<file path="config.mk">
export PLATFORM = sky130hd
export DESIGN_NAME = mdu_seq
export DESIGN_NICKNAME = d
export VERILOG_FILES = /design/src/rtl/mdu_pkg.sv /design/src/rtl/mdu_div_step.sv /design/src/rtl/mdu_seq.sv
export SDC_FILE = /design/constraint.sdc
export NUM_CORES = 1
export LEC_CHECK = 0
export ABC_CLOCK_PERIOD_IN_PS = 3900
export CORE_MARGIN = 5
export CORE_UTILIZATION = 39
export DETAILED_ROUTE_END_ITERATION = 10
export PLACE_DENSITY_LB_ADDON = 0.05
export SLEW_MARGIN = 40
export SYNTH_ARGS = -nofsm -noshare
export SYNTH_HDL_FRONTEND = slang
export SYNTH_SLANG_ARGS = --single-unit
</file>
<file path="constraint.sdc">
create_clock -name clk -period 3.9 [get_ports clk]
set_input_delay 1.17 -clock clk [delete_from_list [all_inputs] [get_ports clk]]
set_output_delay 1.17 -clock clk [all_outputs]
set_load 0.005 [all_outputs]
</file>
<file path="src/rtl/mdu_pkg.sv">
// mdu_pkg: opcode encodings, FSM state type and opcode decode helpers
// shared by the sequential multiply/divide unit.
package mdu_pkg;

  localparam logic [2:0] F_MUL    = 3'b000;
  localparam logic [2:0] F_MULH   = 3'b001;
  localparam logic [2:0] F_MULHSU = 3'b010;
  localparam logic [2:0] F_MULHU  = 3'b011;
  localparam logic [2:0] F_DIV    = 3'b100;
  localparam logic [2:0] F_DIVU   = 3'b101;
  localparam logic [2:0] F_REM    = 3'b110;
  localparam logic [2:0] F_REMU   = 3'b111;

  typedef enum logic [1:0] {
    S_IDLE = 2'd0,
    S_CALC = 2'd1,
    S_DONE = 2'd2
  } state_t;

  function automatic logic is_div(input logic [2:0] f);
    return f[2];
  endfunction

  function automatic logic is_rem(input logic [2:0] f);
    return (f == F_REM) || (f == F_REMU);
  endfunction

  // rs1 is treated as two's complement for these opcodes
  function automatic logic a_is_signed(input logic [2:0] f);
    return (f == F_MULH) || (f == F_MULHSU) || (f == F_DIV) || (f == F_REM);
  endfunction

  function automatic logic b_is_signed(input logic [2:0] f);
    return (f == F_MULH) || (f == F_DIV) || (f == F_REM);
  endfunction

endpackage

</file>
<file path="src/rtl/mdu_div_step.sv">
// mdu_div_step: one combinational restoring-divide step; shifts the next
// dividend bit into the partial remainder and trial-subtracts the divisor.
module mdu_div_step #(
  parameter int XLEN = 32
) (
  input  logic [XLEN-1:0] rem_in,
  input  logic            dividend_bit,
  input  logic [XLEN-1:0] divisor,
  output logic [XLEN-1:0] rem_out,
  output logic            q_bit
);

  logic [XLEN:0] shifted;
  logic [XLEN:0] diff;

  // rem_in < divisor, so a borrow shows up in diff[XLEN]
  always_comb begin
    shifted = {rem_in, dividend_bit};
    diff    = shifted - {1'b0, divisor};
    q_bit   = ~diff[XLEN];
    rem_out = q_bit ? diff[XLEN-1:0] : shifted[XLEN-1:0];
  end

endmodule

</file>
<file path="src/rtl/mdu_seq.sv">
// mdu_seq: iterative RISC-V M-extension multiply/divide unit, one bit per cycle.
// Define MDU_DIV_EN to build the divider; without it divide opcodes report illegal_op.
module mdu_seq
  import mdu_pkg::*;
#(
  parameter int XLEN = 32
) (
  input  logic            clk,
  input  logic            reset,
  input  logic            in_valid,
  output logic            in_ready,
  input  logic [2:0]      fun3,
  input  logic [XLEN-1:0] op_a,
  input  logic [XLEN-1:0] op_b,
  input  logic            flush,
  output logic            out_valid,
  input  logic            out_ready,
  output logic [XLEN-1:0] result,
  output logic            div_by_zero,
  output logic            illegal_op
);

  localparam int CW = $clog2(XLEN + 1);

  state_t          state;
  logic [2:0]      op;
  logic [XLEN-1:0] hi;
  logic [XLEN-1:0] lo;
  logic [XLEN-1:0] b_mag;
  logic            neg_res;
  logic [CW-1:0]   count;

  logic            a_neg;
  logic            b_neg;
  logic [XLEN-1:0] a_mag_in;
  logic [XLEN-1:0] b_mag_in;
  logic            neg_res_in;

  // Operands enter the datapath as magnitudes; the result sign is kept aside.
  always_comb begin
    a_neg      = a_is_signed(fun3) & op_a[XLEN-1];
    b_neg      = b_is_signed(fun3) & op_b[XLEN-1];
    a_mag_in   = a_neg ? -op_a : op_a;
    b_mag_in   = b_neg ? -op_b : op_b;
    neg_res_in = is_rem(fun3) ? a_neg : (a_neg ^ b_neg);
  end

`ifdef MDU_DIV_EN
  logic            b_zero;
  logic            div_ovf;
  logic [XLEN-1:0] div_rem;
  logic            div_qbit;

  always_comb begin
    b_zero  = (op_b == '0);
    div_ovf = ((fun3 == F_DIV) || (fun3 == F_REM)) &&
              (op_a == {1'b1, {(XLEN-1){1'b0}}}) && (&op_b);
  end

  mdu_div_step #(
    .XLEN(XLEN)
  ) u_div_step (
    .rem_in      (hi),
    .dividend_bit(lo[XLEN-1]),
    .divisor     (b_mag),
    .rem_out     (div_rem),
    .q_bit       (div_qbit)
  );
`endif

  logic [XLEN:0]   mul_sum;
  logic [XLEN-1:0] step_hi;
  logic [XLEN-1:0] step_lo;

  // hi/lo hold accumulator:multiplier for multiply, remainder:dividend-quotient for divide
  always_comb begin
    mul_sum = {1'b0, hi} + (lo[0] ? {1'b0, b_mag} : '0);
    step_hi = mul_sum[XLEN:1];
    step_lo = {mul_sum[0], lo[XLEN-1:1]};
`ifdef MDU_DIV_EN
    if (is_div(op)) begin
      step_hi = div_rem;
      step_lo = {lo[XLEN-2:0], div_qbit};
    end
`endif
  end

  logic [2*XLEN-1:0] prod;
  logic [2*XLEN-1:0] prod_c;
  logic [XLEN-1:0]   final_res;

  // Sign correction applied to the outcome of the last step so DONE sees the final value
  always_comb begin
    prod      = {step_hi, step_lo};
    prod_c    = neg_res ? -prod : prod;
    final_res = (op == F_MUL) ? prod_c[XLEN-1:0] : prod_c[2*XLEN-1:XLEN];
`ifdef MDU_DIV_EN
    if (is_div(op)) begin
      if (is_rem(op))
        final_res = neg_res ? -step_hi : step_hi;
      else
        final_res = neg_res ? -step_lo : step_lo;
    end
`endif
  end

  always_ff @(posedge clk) begin
    if (reset) begin
      state       <= S_IDLE;
      in_ready    <= 1'b1;
      out_valid   <= 1'b0;
      result      <= '0;
      div_by_zero <= 1'b0;
      illegal_op  <= 1'b0;
      count       <= '0;
      op          <= F_MUL;
      hi          <= '0;
      lo          <= '0;
      b_mag       <= '0;
      neg_res     <= 1'b0;
    end else if (flush) begin
      state     <= S_IDLE;
      in_ready  <= 1'b1;
      out_valid <= 1'b0;
      count     <= '0;
    end else begin
      case (state)
        S_IDLE: begin
          if (in_valid && in_ready) begin
            op          <= fun3;
            b_mag       <= b_mag_in;
            neg_res     <= neg_res_in;
            div_by_zero <= 1'b0;
            illegal_op  <= 1'b0;
            in_ready    <= 1'b0;
            hi          <= '0;
            lo          <= a_mag_in;
            if (is_div(fun3)) begin
`ifdef MDU_DIV_EN
              // Zero divisor and signed overflow have fixed answers and skip CALC
              if (b_zero) begin
                state       <= S_DONE;
                out_valid   <= 1'b1;
                div_by_zero <= 1'b1;
                result      <= is_rem(fun3) ? op_a : '1;
              end else if (div_ovf) begin
                state     <= S_DONE;
                out_valid <= 1'b1;
                result    <= is_rem(fun3) ? '0 : op_a;
              end else begin
                state <= S_CALC;
                count <= CW'(XLEN);
              end
`else
              state      <= S_DONE;
              out_valid  <= 1'b1;
              illegal_op <= 1'b1;
              result     <= '0;
`endif
            end else begin
              state <= S_CALC;
              count <= CW'(XLEN);
            end
          end
        end
        S_CALC: begin
          hi    <= step_hi;
          lo    <= step_lo;
          count <= count - CW'(1);
          if (count == CW'(1)) begin
            state     <= S_DONE;
            out_valid <= 1'b1;
            result    <= final_res;
          end
        end
        S_DONE: begin
          if (out_ready) begin
            state     <= S_IDLE;
            out_valid <= 1'b0;
            in_ready  <= 1'b1;
          end
        end
        default: begin
          state     <= S_IDLE;
          in_ready  <= 1'b1;
          out_valid <= 1'b0;
        end
      endcase
    end
  end

endmodule

</file>
; ---- Word-level counts from Yosys, hierarchy flattened
; Cells that the tools add are included.
[word_totals]
latch_bits = 0
elab_cells = 83
inputBits = 72
mem_bits_ro = 0
mem_bits_rw = 0
output_inout_bits = 36
mem_count = 0
regBits = 143
[op_classes]
mul = 0
n_div = 0
shifts = 0
muxes = 31
order_cmp = 0
n_eq_ne = 13
n_reduce_logical = 18
bitwise_logic = 5
n_addsub = 5
[op_table]
columns = operator, count
row1 = 32-bit 2-to-1 mux, 9
row2 = 32-bit case mux with 2 select lines, 3
row3 = 64-bit 2-to-1 mux, 1
row4 = 32-bit negator, 2
row5 = 64-bit negator, 1
row6 = 32-bit by 32-bit adder with 33-bit output, 1
row7 = 3-bit AND reduction, 5
row8 = 6-bit 2-to-1 mux, 2
row9 = 6-bit case mux with 2 select lines, 1
row10 = 2-bit != test (second input constant), 5
row11 = 3-bit equality test (second input constant), 3
row12 = 1-bit 2-to-1 mux, 8
row13 = 2-bit 2-to-1 mux, 4
row14 = 6-bit by 1-bit equality test with 1-bit output (second input constant), 1
row15 = 1-bit logical OR, 6
row16 = 1-bit case mux with 3 select lines, 2
row17 = 2-bit case mux with 3 select lines, 1
row18 = 6-bit by 1-bit subtractor with 6-bit output (second input constant), 1
row19 = 5-bit AND reduction, 1
row20 = 4-bit AND reduction, 1
row21 = 3-bit by 1-bit equality test with 1-bit output (second input constant), 1
row22 = 3-bit by 2-bit equality test with 1-bit output (second input constant), 1
row23 = 3-bit logical NOT, 1
row24 = 1-bit bitwise AND, 2
row25 = 8 further kinds, 9

; ---- Depth between registers and ports, before layout
; Gate-level depths: netlist of run 1.
[depth]
word_depth = 8
ltp_mapped = 15
ltp_nobuf = 14

; ---- Worst setup path after synthesis of run 1
; OpenSTA, ideal clock, no wires.
[synth_timing]
path_kind = flip-flop to flip-flop
startpoint = reg lo[0]
endpoint = reg result[23]
t_required_ps = 3783
arrival_time_ps = 3913
period_less_slack_ps = 4031
path_buffers = 1
slack_ps = -131
setup_time_ps = 117
stages_incl_launch_ff = 16
cell_sequence = dfxtp_1 -> clkbuf_1 -> and2_1 -> ha_1 -> fa_1 -> a211o_1 -> a21oi_1 -> xnor2_1 -> or2_1 -> or4b_4 -> nor4_4 -> nor2_1 -> o31ai_1 -> xnor2_1 -> nand2_1 -> a32o_1
[synth_via]
elab_chain_cells = 7
[synth_rtl]
columns = element, line
row1 = start: declaration, mdu_seq.sv:28  ; logic [XLEN-1:0] lo;
row2 = start signal: assignment, mdu_seq.sv:137  ; lo <= a_mag_in;
row3 = start signal: assignment, mdu_seq.sv:168  ; lo <= step_lo;
row4 = 32-bit 2-to-1 mux *, mdu_seq.sv:77  ; mul_sum = {1'b0, hi} + (lo[0] ? {1'b0, b_mag} : '0);
row5 = 32-bit by 32-bit adder with 33-bit output *, mdu_seq.sv:77
row6 = 64-bit negator, mdu_seq.sv:95  ; prod_c = neg_res ? -prod : prod;
row7 = 64-bit 2-to-1 mux *, mdu_seq.sv:95
row8 = 32-bit 2-to-1 mux *, mdu_seq.sv:96  ; final_res = (op == F_MUL) ? prod_c[XLEN-1:0] : prod_c[2*XLEN-1:XLEN];
row9 = 32-bit 2-to-1 mux *, mdu_seq.sv:170  ; if (count == CW'(1)) begin
row10 = 32-bit case mux with 2 select lines *, mdu_seq.sv:127  ; case (state)
row11 = end signal: assignment, mdu_seq.sv:173  ; result <= final_res;
row12 = end: declaration, mdu_seq.sv:18  ; output logic [XLEN-1:0] result,
; Mark *: on every way between the ends. The rest lies on a longest branch, timed or not. The select of a mux whose other input is x is not followed.
; A chain may end at the register's enable or synchronous reset.

; ---- Worst setup path in the final report of run 1
[layout_timing]
startpoint = reg lo[0]
endpoint = reg result[31]
; The elaborated chain is that of the path after synthesis.

==> results of run 1 <==
cell usage after synthesis, types with 25 or more instances:
master	number
a21oi_1	111
nand2_1	101
a211oi_1	63
ha_1	37
a22oi_1	34
xnor2_1	87
o31ai_1	31
nor2_1	214
clkbuf_1	77
o21ai_0	58
inv_1	25
and2_1	38
dfxtp_1	142
xor2_1	59
stage by stage:
| stage | cell area, sq um | worst slack [ns] | setup TNS [ns] | power (W) |
|---|---|---|---|---|
| 2_1_floorplan | 10200 | 0.0353 | 0 | 0.00215 |
| 3_3_place_gp | 12200 | 0.0131 | 0 | 0.00249 |
| 3_5_place_dp | 12200 | -0.0317 | -0.0317 | 0.00250 |
| 4_1_cts | 12800 | 0.00500 | 0 | 0.00415 |
| 5_1_grt | 13000 | -0.0764 | -0.293 | 0.00433 |
| 6_report | 13000 | 0.0682 | 0 | 0.00413 |
tightest hold or removal path: cells and delay by family, from the launching register on:
family / cells / cell delay [ns]
compound gates: 1 / 0.05
simple gates: 1 / 0.05
flops: 1 / 0.31
power by group:
part / switching (W) / internal, W / total (W)
clock: 0.000743 / 0.000904 / 0.00165
sequential: 0.0000596 / 0.00151 / 0.00157
combinational: 0.000531 / 0.000389 / 0.000920
total: 0.00133 / 0.00280 / 0.00413
state kept, by name (all words and copies together) (netlist names):
signal,cells
b_mag,32
hi,32
lo,32
result,32
count,6
op,2
state,2
illegal_op,1
in_ready,1
neg_res,1
out_valid,1
layout make-up:
| type | count | area share |
|---|---|---|
| Tap cell | 335 | 0.0321 |
| Sequential cell | 142 | 0.218 |
| Multi-Input combinational cell | 1100 | 0.552 |
| Timing Repair Buffer | 212 | 0.145 |
| Inverter | 26 | 0.00749 |
| Clock buffer | 17 | 0.0326 |
| Clock inverter | 15 | 0.0117 |
cells by family (layout without fill, tap and decap cells):
| kind of cell | after synthesis | in the layout | synth area share |
|---|---|---|---|
| AND/OR/NAND/NOR | 497 | 497 | 0.237 |
| AO/OA/AOI/OAI | 414 | 414 | 0.268 |
| XOR/XNOR | 146 | 146 | 0.125 |
| flip-flops | 142 | 142 | 0.278 |
| buffers and inverters | 109 | 270 | 0.0403 |
| adder cells (fa/ha/maj) | 38 | 38 | 0.0472 |
| multiplexers | 4 | 4 | 0.00403 |
| other | 1 | 1 | 0.000366 |
routing by layer:
layer  vias to the layer above  routed length [um]  global-route usage
li1                       5185                   -                   -
met1                      4698               16300               0.320
met2                       224               13200               0.307
met3                        37                1680              0.0389
met4                         0                 706              0.0622
met5                         -                   0                   0
timing repair:
item	4_1_cts	5_1_grt
pin swaps	0	7
gates resized for setup	2	40
cloned	0	0
setup endpoints to repair	2	16
buffers inserted	0	2
worst paths after layout:
kind	to	slack, ns	cells after the start
worst min register to register	result[21]	0.45	2
worst max-delay path	result[31]	0.07	14
worst min-delay path	result[21]	0.45	2
worst max register to register	result[31]	0.07	14
==> impl_metrics.py, run 1 <==
metrics = {
    "pwr": {
        "max-vdd-ir-drop_mv": 0.294,
        "p_leak_nw": 5.06,
        "power_density_nw_per_um2": 317,
    },
    "setup_path": {
        "path_cells": "and2_1 > ha_1 > fa_2 > a211o_1 > a21oi_4 > o2bb2ai_2 > or3b_4 > and3_1 > or3_1 > a21o_1 > or3_4 > nor4bb_2 > o41ai_2 > nand2_1",
        "end_kind": "flop",
        "path_buf_inv": 0,
        "startpoint_type": "flop",
        "crit_type": "flop to flop",
        "slowest_stage": "or3b_4",
        "crit_start": "lo[0]",
        "crit_required_ns": 4.27,
        "max_stage_delay_ns": 0.43,
        "cp_max_fo": 3,
        "path_delay_family": "simple AND/OR/NAND/NOR gates",
        "worstPathArrival_ns": 4.20,
        "r2r_start": "lo[0]",
    },
    "route": {
        "first_iter_violations": 748,
        "dr.pass1.iters": 6,
        "wire_per_inst_um": 17.3,
        "final_antenna_net_count": 0,
        "vias": 10100,
        "viasPerCell": 5.49,
        "drc": 0,
        "drt_wl_total_um": 31900,
    },
    "worst_hold_path": {
        "hold_start": "result[21]",
        "hp-class": "flop to flop",
    },
    "synth": {
        "syn-cell-area_sq_um": 10200,
        "syn_avg_cell_area_sq_um": 7.58,
        "syn_inst": 1351,
        "synth_flop_cell": "dfxtp_1",
        "synth_top_area_cell": "dfxtp_1",
        "ys_types": 82,
        "synth_top_area_frac": 0.278,
        "ys_seq_area_frac": 0.278,
        "ys_ff_latch": 142,
        "async_flop_share": 0,
        "synth_edf_count": 0,
        "syn-num-nets": 1461,
        "yosys_warnings": 0,
        "yosys-top-cells-area": "dfxtp_1 (28%), nor2_1 (7.8%), xnor2_1 (7.4%)",
    },
    "die": {
        "die_w_um": 172,
        "core_sq_um": 26000,
        "io_pins": 108,
        "num_rows": 59,
        "die-area_sq_um": 29600,
        "chipHeight_um": 172,
        "initial_utilization": 0.394,
    },
    "global_route": {
        "grt_first_pass_wirelength_um": 50300,
        "antenna_found_initial": 0,
        "grt_start_max_net_pins": 89,
        "grt_overflow_total": 0,
        "grt_pass1_vias": 9393,
        "grt_use_total": 0.212,
    },
    "final_layout": {
        "fill_cells": 2579,
        "multi_input_area_sq_um": 7200,
        "area_growth_pct": 27.4,
        "register_area_sq_um": 2840,
        "drive_gt1_frac": 0.137,
        "fin_cells": 1847,
        "mostFrequentLayoutCell": "nor2_1",
        "fin_nets": 1609,
        "fin_util": 0.502,
        "final_cell_mix": "nor2_1 (211), dfxtp_1 (141), a21oi_1 (105), clkdlybuf4s50_1 (105), buf_4 (103)",
        "antenna_cells": 0,
    },
    "flow_run": {
        "cap_violations": 0,
    },
    "sta": {
        "post-route-min-period_ns": 3.83,
        "slew_viol_final": 0,
        "min_period_over_period": 0.983,
        "whs_ns": 0.446,
        "rsz0062_at_grt": "yes",
        "fin_worst_skew_ns": 0.0177,
        "hold_viol": 0,
        "tightest_slew_ns": 0.633,
        "slew_headroom": 0.575,
        "max_freq_ghz": 0.261,
        "finalSetupViolations": 0,
    },
    "clocking": {
        "cts_root_buf": "clkbuf_16",
        "clk_pin_slew_worst_paths_ns": 0.07,
        "cts_buffers": 17,
        "htree_levels": 4,
        "clock_sinks": 142,
        "cts_tree": "yes",
        "worstSkewPairLatency_ns": 0.44,
        "clockBufferDepth": 2,
        "hold_buffers": 0,
    },
    "outcome": {
        "outcome": "finished clean",
    },
    "placed_design": {
        "place.port_buffers": 106,
        "gp_congestion": 0.872,
        "dp.cells": 1813,
        "post-dp-hpwl_um": 24600,
    },
}
No activity file was read; power rests on OpenSTA's default activity.
==> run 2, diff against run 1 <==
--- a/config.mk
+++ b/config.mk
@@ -5,6 +5,7 @@
 export SDC_FILE = /design/constraint.sdc
 export NUM_CORES = 1
 export LEC_CHECK = 0
+export ABC_AREA = 0
 export ABC_CLOCK_PERIOD_IN_PS = 3900
 export CORE_MARGIN = 5
 export CORE_UTILIZATION = 39
==> constraint.sdc (replaced) <==
create_clock -name clk -period 3.9 [get_ports clk]
set_input_delay 1.17 -clock clk [delete_from_list [all_inputs] [get_ports clk]]
set_output_delay 1.17 -clock clk [all_outputs]
set_load 0.1 [all_outputs]
==> run 2 against run 1 <==
Against the previous run: die area stayed put; largest cell class unchanged; worst hold slack better by 0.0070 ns; total power is 0.92% higher; via count is 0.21% higher; non-clock buffer count is 1 higher; sequential share of layout area is 0.13 points higher; critical path depth stayed put; clock power hardly changed; critical endpoint unchanged; clock-buffer cell count is 3 higher; global-route usage is 0.52 points higher.
==> impl_metrics.py, run 2 (synthesized netlist as in run 1, its figures left out) <==
metrics = {
    "clocking": {
        "cts_buffers": 17,
        "clk_pin_slew_worst_paths_ns": 0.07,
        "cts_tree": "yes",
        "cts_root_buf": "clkbuf_16",
        "cts_setup_buffers": 0,
        "hold_buffers": 0,
        "clockBufferDepth": 2,
        "worstSkewPairLatency_ns": 0.44,
        "htree_levels": 4,
        "clock_sinks": 142,
    },
    "final_layout": {
        "drive_gt1_frac": 0.163,
        "mostFrequentLayoutCell": "nor2_1",
        "fin_util": 0.499,
        "final_cell_mix": "nor2_1 (210), dfxtp_1 (141), buf_4 (134), a21oi_1 (104), nand2_1 (101)",
        "fin_cells": 1848,
        "antenna_cells": 0,
        "area_growth_pct": 26.6,
        "fin_nets": 1610,
        "stdcell_area_sq_um": 13000,
    },
    "global_route": {
        "antenna_found_initial": 0,
        "grt_use_total": 0.218,
        "grt_overflow_total": 0,
        "grt_pass1_vias": 9635,
        "grt_first_pass_wirelength_um": 51600,
        "grt_start_max_net_pins": 89,
    },
    "setup_path": {
        "cp_max_fo": 3,
        "reg2reg_to": "result[31]",
        "end_kind": "flop",
        "max_stage_delay_ns": 0.43,
        "path_depth": 14,
        "path_delay_family": "simple AND/OR/NAND/NOR gates",
        "crit_required_ns": 4.28,
        "crit_type": "flop to flop",
        "cp-endpoint": "result[31]",
        "worstPathArrival_ns": 4.16,
        "path_cells": "and2_1 > ha_1 > fa_2 > a211o_1 > a21oi_4 > o2bb2ai_2 > or3b_4 > and3_1 > or3_1 > a21o_1 > or3_4 > nor4bb_2 > o41ai_2 > nand2_1",
        "path_buf_inv": 0,
        "crit_start": "lo[0]",
        "r2r_cells": 14,
        "startpoint_type": "flop",
        "r2r_slack_ns": 0.12,
        "slowest_stage": "or3b_4",
        "r2r_start": "lo[0]",
    },
    "route": {
        "vias": 10200,
        "first_iter_violations": 735,
        "viasPerCell": 5.50,
        "final_antenna_net_count": 0,
        "drc": 0,
        "drt_wl_total_um": 32300,
        "dr.pass1.iters": 7,
        "wire_per_inst_um": 17.5,
    },
    "pwr": {
        "max-vdd-ir-drop_mv": 0.305,
        "power_density_nw_per_um2": 322,
        "totalPowerFinal_w": 0.00417,
        "p_leak_nw": 5.16,
    },
    "die": {
        "die-area_sq_um": 29600,
        "die_w_um": 172,
        "initial_utilization": 0.394,
        "io_pins": 108,
        "core_sq_um": 26000,
        "chipHeight_um": 172,
        "num_rows": 59,
    },
    "placed_design": {
        "gp_congestion": 0.873,
        "place.port_buffers": 106,
        "post-dp-hpwl_um": 25100,
        "dp.cells": 1816,
        "place_area_sq_um": 12100,
        "dp_slack_ns": -0.0368,
    },
    "sta": {
        "fin_worst_skew_ns": 0.0143,
        "finalSetupViolations": 0,
        "post-route-min-period_ns": 3.78,
        "slew_headroom": 0.414,
        "slew_viol_final": 0,
        "tightest_slew_ns": 0.875,
        "hold_viol": 0,
        "max_freq_ghz": 0.264,
        "rsz0062_at_grt": "yes",
        "min_period_over_period": 0.970,
        "setup_slack_ns": 0.118,
    },
    "worst_hold_path": {
        "hold_start": "result[2]",
        "hp-class": "flop to flop",
    },
    "flow_run": {
        "cap_violations": 0,
    },
    "outcome": {
        "outcome": "finished clean",
    },
}
## run 2: worst min-delay path by stage
stage                end  slack [ns]  depth (start not counted)
2_1_floorplan  b_mag[18]        0.43                          2
3_3_place_gp   result[2]        0.44                          2
3_5_place_dp    b_mag[0]        0.45                          2
4_1_cts        result[5]        0.46                          2
5_1_grt        result[3]        0.47                          2
6_report       result[2]        0.45                          2
## run 2: where the power goes
group	internal [W]	switching [W]
combinational	0.000389	0.000561
sequential	0.00151	0.0000584
clock	0.000946	0.000710
## run 2: metrics by stage
step	TNS [ns]	hold WS, ns
finish	0	0.453
CTS	0	0.456
floorplan	0	0.427
global placement	-0.00487	0.443
global route	-0.279	0.468
detailed placement	-0.0393	0.448
## run 2: worst reg2reg max path: cells and delay by family (launching register included)
kind                     cells  cell delay, ns
AND/OR/NAND/NOR              7            1.88
AO/OA/AOI/OAI                5            0.97
adder cells (fa/ha/maj)      2            0.55
flip-flops                   1            0.31
## run 2: timing repair
action                                 CTS  global route
pin swaps                                0             6
setup endpoints to repair                1            16
gates resized for setup                  3            44
endpoints found under the hold margin    0             0
## run 2: routing by layer
layer  routed length, um  GRT usage  up-vias
met5                   0          0        -
met4                 420     0.0499        0
met3                1800     0.0313       29
met2               13900      0.332      257
met1               16100      0.324     4703
li1                    -          -     5176
## run 2: cell type report
| cell class | count | area, sq um |
|---|---|---|
| Clock buffer | 20 | 467 |
| Clock inverter | 12 | 124 |
| Sequential cell | 142 | 2840 |
| Fill cell | 2661 | 13000 |
| Tap cell | 335 | 419 |
| Inverter | 26 | 97.6 |
| Multi-Input combinational cell | 1100 | 7220 |
| Timing Repair Buffer | 213 | 1790 |
